File: src/rtl/dot_channel_seq.sv
// dot_channel_seq: walks every (cs, phase) pair, fetching the window, running
// the dot_channel until valid, handing the result downstream, then clearing.
`default_nettype none

module dot_channel_seq #(
  parameter int CS_NUM    = 16,
  parameter int PHASE_NUM = 8,
  parameter int TIMEOUT   = 64
) (
  input  logic       clk,
  input  logic       rst_n,
  input  logic       start,
  output logic       busy,
  output logic       done,
  output logic       d_req,
  input  logic       d_ack,
  output logic       ws_load,
  output logic       dc_load,
  output logic [3:0] cs,
  output logic [2:0] phase,
  input  logic       ch_valid,
  output logic       res_valid,
  input  logic       res_ready,
  output logic [3:0] res_cs,
  output logic [2:0] res_phase,
  output logic       err
);

  localparam int              WD_W    = $clog2(TIMEOUT);
  localparam logic [3:0]      CS_LAST = 4'(CS_NUM - 1);
  localparam logic [2:0]      PH_LAST = 3'(PHASE_NUM - 1);
  localparam logic [WD_W-1:0] WD_LAST = WD_W'(TIMEOUT - 1);

  typedef enum logic [2:0] {
    S_IDLE  = 3'd0,
    S_FETCH = 3'd1,
    S_RUN   = 3'd2,
    S_EMIT  = 3'd3,
    S_GAP   = 3'd4,
    S_DONE  = 3'd5
  } state_t;

  state_t          state;
  logic [WD_W-1:0] wd;

  always_ff @(posedge clk or negedge rst_n) begin
    if (!rst_n) begin
      state     <= S_IDLE;
      wd        <= '0;
      busy      <= 1'b0;
      done      <= 1'b0;
      d_req     <= 1'b0;
      ws_load   <= 1'b0;
      dc_load   <= 1'b0;
      cs        <= '0;
      phase     <= '0;
      res_valid <= 1'b0;
      res_cs    <= '0;
      res_phase <= '0;
      err       <= 1'b0;
    end else begin
      done <= 1'b0;
      case (state)
        S_IDLE: begin
          if (start) begin
            state <= S_FETCH;
            cs    <= '0;
            phase <= '0;
            err   <= 1'b0;
            busy  <= 1'b1;
            d_req <= 1'b1;
          end
        end
        S_FETCH: begin
          if (d_ack) begin
            state   <= S_RUN;
            d_req   <= 1'b0;
            ws_load <= 1'b1;
            dc_load <= 1'b1;
            wd      <= '0;
          end
        end
        S_RUN: begin
          // A valid arriving on the expiry cycle still counts as a result.
          if (ch_valid) begin
            state     <= S_EMIT;
            res_valid <= 1'b1;
            res_cs    <= cs;
            res_phase <= phase;
          end else if (wd == WD_LAST) begin
            state   <= S_GAP;
            err     <= 1'b1;
            ws_load <= 1'b0;
            dc_load <= 1'b0;
          end else begin
            wd <= wd + 1'b1;
          end
        end
        S_EMIT: begin
          if (res_ready) begin
            state     <= S_GAP;
            res_valid <= 1'b0;
            ws_load   <= 1'b0;
            dc_load   <= 1'b0;
          end
        end
        S_GAP: begin
          // Counters stay on the final pair rather than wrapping past the sweep.
          if (cs == CS_LAST && phase == PH_LAST) begin
            state <= S_DONE;
            done  <= 1'b1;
          end else begin
            state <= S_FETCH;
            d_req <= 1'b1;
            if (phase == PH_LAST) begin
              phase <= '0;
              cs    <= cs + 1'b1;
            end else begin
              phase <= phase + 1'b1;
            end
          end
        end
        S_DONE: begin
          state <= S_IDLE;
          busy  <= 1'b0;
        end
        default: state <= S_IDLE;
      endcase
    end
  end

endmodule

`default_nettype wire

File: config.mk
export PLATFORM = sky130hd
export DESIGN_NAME = dot_channel_seq
export DESIGN_NICKNAME = d
export VERILOG_FILES = /design/src/rtl/dot_channel_seq.sv
export SDC_FILE = /design/constraint.sdc
export NUM_CORES = 1
export LEC_CHECK = 0
export BUFFER_PORTS_ARGS = -buffer_cell sky130_fd_sc_hd__buf_2
export CAP_MARGIN = 20
export CORE_ASPECT_RATIO = 1.1
export CORE_UTILIZATION = 51
export CTS_BUF_LIST = sky130_fd_sc_hd__clkbuf_4
export DETAILED_ROUTE_END_ITERATION = 8
export PLACE_DENSITY = 0.79
export SETUP_SLACK_MARGIN = 0.1
export SYNTH_ARGS = -nofsm -noshare
export SYNTH_HDL_FRONTEND = slang
export SYNTH_SLANG_ARGS = --single-unit
File: constraint.sdc
create_clock -name clk -period 1.6 [get_ports clk]
set_input_delay 0.32 -clock clk [delete_from_list [all_inputs] [get_ports clk]]
set_output_delay 0.32 -clock clk [all_outputs]
set_load 0.005 [all_outputs]
* After elaboration in Yosys (flattened, before gate mapping)
Cells that the tools add are included.
** Storage, ports and cells
- Flip-flop bits (word level) :: 29
- Output and inout port bits :: 21
- Logic and storage cells :: 89
** Cells by class
- Add/sub/neg operators :: 3
- Equal/unequal tests :: 18
- Mux-type cells :: 37
- Reduce and logical (&&, ||, !) cells :: 19
** Operators by type and width (number)
- $mux 3 :: 9
- $reduce_and 4->1 :: 5
- $mux 6 :: 3
- $ne 2x2->1 const B :: 9
- $pmux 3 s5 :: 1
- $mux 1 :: 13
- $mux 4 :: 3
- $pmux 6 s2 :: 1
- $reduce_bool 2->1 :: 5
- $eq 3x3->1 const B :: 3
- $pmux 4 s2 :: 1
- $add 6x1->6 const B :: 1
- $eq 3x2->1 const B :: 2
- $eq 6x6->1 const B :: 1
- $pmux 1 s2 :: 3
- $pmux 1 s3 :: 2
- $pmux 3 s2 :: 1
- $reduce_and 3->1 :: 2
- $reduce_bool 3->1 :: 2
- $reduce_and 5->1 :: 1
- $add 4x1->4 const B :: 1
- $eq 4x4->1 const B :: 1
- $reduce_and 2->1 :: 2
- $add 3x1->3 const B :: 1
- other kinds (4) :: 4

* Logic depth before layout (Yosys ltp)
- Depth after elaboration :: 4
- Mapped depth :: 6
- Gate-level depth less buffers :: 6

* Worst setup path after synthesis
No wires, ideal clock.
- Path type :: flip-flop to flip-flop
- Start point :: register state[2]
- End point :: register res_cs[0]
- Setup time :: 128 ps
- Data arrival time :: 1429 ps
- Data required time :: 1472 ps
- Setup slack :: 43 ps
- Cell stages (with the launch flop) :: 6
- Clock period less this slack :: 1557 ps
- Cell sequence :: dfrtp_1 -> nor2b_2 -> and2b_1 -> and2_1 -> buf_2 -> mux2_1
** On the way
- Longest elaborated chain between the ends :: 2
** RTL lines
- from (decl) :: RTL line 43 : state_t state;
- from (signal assigned) :: RTL line 48 : state <= S_IDLE;
- from (signal assigned) :: RTL line 66 : state <= S_FETCH;
- from (signal assigned) :: RTL line 76 : state <= S_RUN;
- $eq 3x2->1 :: RTL line 63 : case (state)
- $reduce_and 2->1 (no line)
- to (signal assigned) :: RTL line 88 : res_cs <= cs;
- to (decl) :: RTL line 24 : output logic [3:0] res_cs,
Every way passes these cells.
A chain may end at the register's enable or synchronous reset.

* Worst setup path in the final report
- Start point :: register state[0]
- End point :: register wd[5]
** On the way
- Longest elaborated chain between the ends :: 3
** RTL lines
- $eq 3x2->1 / $eq 3x1->1 (equally long branches) :: RTL line 63
- $ne 2x2->1 (no line) / $reduce_bool 2->1 (equally long branches)
- $reduce_and 4->1 (no line)
- to (signal assigned) :: RTL line 96 : wd <= wd + 1'b1;
- to (decl) :: RTL line 44 : logic [WD_W-1:0] wd;
Several ways; a longest one is shown, not always the timed one.

==> flow_summary.toml <==
[status]
status = "finished, final reports clean"

[sta]
rsz0062_at_grt = "true"
max_freq_mhz = 637.8
period_minus_slack_ns = 1.568
relSlewSlack_pct = 57.48
fin_ws_ns = 0.03220
worst_slew_pin_slew_ns = 0.6378
slew_viol_final = 0
fin_crit_sh_pct = 97.99
finClkSkew_ns = 0.007987
final_hold_viol_count = 0
whs_ns = 0.2817
setup-violations-final = 0
tns_ns = 0

[power]
p_per_area_nw_per_um2 = 1542
total_power_mw = 3.079
ir_worst_vdd_v = 0.001055
p_leak_nw = 0.9652

[grt]
grt_antenna_before_repair = 0
grt_pass1_vias = 1313
grt_overflow = 0
grt_pass1_wl_um = 5844
gr-usage-all-layers_pct = 26.86
grt_max_degree = 30

[detailed_routing]
wl_per_cell_um = 15.19
drtIter0Drc = 81
via_per_inst = 5.915
postRouteAntennaNets = 0
num_vias = 1384
drt_pass1_iterations = 4
wirelength_um = 3555
drcViolationCount = 0

[placed_design]
place_hpwl_um = 2390
post-place-cells = 218
placed_cell_area_um2 = 1745
io_buffers = 26
gp_congestion = 0.8948
post-place-ws_ns = -0.006688

[clock_network]
path_clk_slew_ns = 0.09
cts_made_buffers = 5
worst_skew_pair.late_latency_ns = 0.35
cts_tree = "done"
cts_max_path_buffers = 2
root_buffer = "clkbuf_4"
cts_sinks = 29
htree_levels = 2

[synthesis]
synthArstFlopShare_pct = 100.0
synthesis.nets = 160
ys_seq_elements = 29
synthFlopType = "dfrtp_1"
postSynthAreaPerCell_um2 = 9.884
synth_edf_count = 0
synth_top_area_cell = "dfrtp_1"
yosysMostFrequentCell = "dfrtp_1"
ys_seq_area_share_pct = 48.95
yosys.area.top_type_share_pct = 48.95
synth-warning-count = 0
syn_inst = 150
synth_cell_types = 43
synth_commonest_cells = "dfrtp_1 (29), nand2_1 (16), nand3_1 (12)"
synth_area_um2 = 1483
synth_area_leaders = "dfrtp_1 (49%), mux2_1 (5.3%), nand3_1 (4.1%)"

[layout]
diodes = 0
fillers = 203
drive_gt1_share_pct = 40.80
utilization_pct = 72.55
syn_to_final_growth_pct = 34.68
fin_area_um2 = 1997
num-nets-final = 210
final_cells = 234

[critical_path]
crit_type = "register to register"
crit_path_max_fanout = 5
crit_path_start_kind = "register"
ff2ff_setup_slack_ns = 0.03
worst_ep_arrival_time_ns = 1.80
end_kind = "register"
required_ns = 1.83

[floorplanning]
coreArea_um2 = 2753
num_io_pins = 27
initial_core_util_pct = 53.86
rows = 20
die_w_um = 53.41
die_h_um = 58.55
dieArea_um2 = 3127

[job]
drv_cap = 0

[worst_hold_path]
min_path_type = "input pin to register"
## cell families after synthesis
| group | after synthesis | synth area share [%] |
|---|---|---|
| AO/OA/AOI/OAI | 36 | 16.54 |
| adder cells (fa/ha/maj) | 4 | 3.376 |
| AND/OR/NAND/NOR | 62 | 21.52 |
| multiplexers | 9 | 6.751 |
| buffers and inverters | 10 | 2.868 |
| flip-flops | 29 | 48.95 |
## sequential cells by signal (all words and copies together) (netlist names)
name       count
state          3
done           1
res_cs         4
wd             6
dc_load        1
res_phase      3
busy           1
err            1
phase          3
res_valid      1
cs             4
d_req          1
## critical path, cell delays in order, from the launching register on
cell and delay [ns]:
dfrtp_1 0.42, or4b_4 0.56, o21bai_4 0.22, a22oi_2 0.17
o22ai_1 0.10
## cell type report
class,count,area (um2),area share [%]
clock buffer,5,37.54,1.880
clock inverter,3,12.51,0.6266
inverter,4,15.01,0.7519
multi-input combinational,112,867.1,43.42
sequential,29,725.7,36.34
tap,33,41.29,2.068
timing repair buffer,48,297.8,14.91
## power by group
group	leakage, nW	switching (mW)	internal, mW
Combinational	0.563	0.745	0.780
Sequential	0.372	0.179	0.948
Clock	0.0300	0.268	0.158
Total	0.965	1.19	1.89
## layout by cell type (no fill, tap or decap), types with 2 or more instances in the layout
cell,count
dfrtp_1,29
buf_2,26
buf_4,21
nand2_1,15
nor2_1,9
a21oi_1,8
nand3_1,8
mux2_1,7
o21ai_0,6
nand2b_1,6
clkbuf_4,5
nand3_2,4
inv_1,4
nor3_1,3
o21ai_1,3
o22ai_1,2
a31oi_1,2
a22o_1,2
ha_2,2
ha_4,2
clkinv_1,2
## repair_timing
action                                  CTS  global route
cloned                                    1             0
endpoints found under the setup margin   17            12
gates resized for setup                   8            21
hold buffers                              1             0
hold endpoints to repair                 23             0
setup buffers                             2             4
pin swaps                                 1             9
## routing by layer
| metal | global-route usage (%) | vias up | wire [um] |
|---|---|---|---|
| met2 | 41.79 | 66 | 1743 |
| li1 | - | 644 | - |
| met3 | 5.426 | 15 | 232 |
| met4 | 18.05 | 0 | 136 |
| met1 | 33.16 | 659 | 1442 |
| met5 | 0 | - | 0 |
## worst paths after layout
path,endpoint,startpoint,depth (start not counted)
min reg2reg,res_phase[0]$_DFFE_PN0P_,res_phase[0]$_DFFE_PN0P_,1
max reg2reg,wd[5]$_DFFE_PN0P_,state[0]$_DFFE_PN0P_,4
min in group asynchronous,res_phase[1]$_DFFE_PN0P_,rst_n,2
min,res_valid$_DFFE_PN0P_,res_ready,4
max,wd[5]$_DFFE_PN0P_,state[0]$_DFFE_PN0P_,4
max in group asynchronous,d_req$_DFFE_PN0P_,rst_n,2
(Power assumes the default switching activity.)
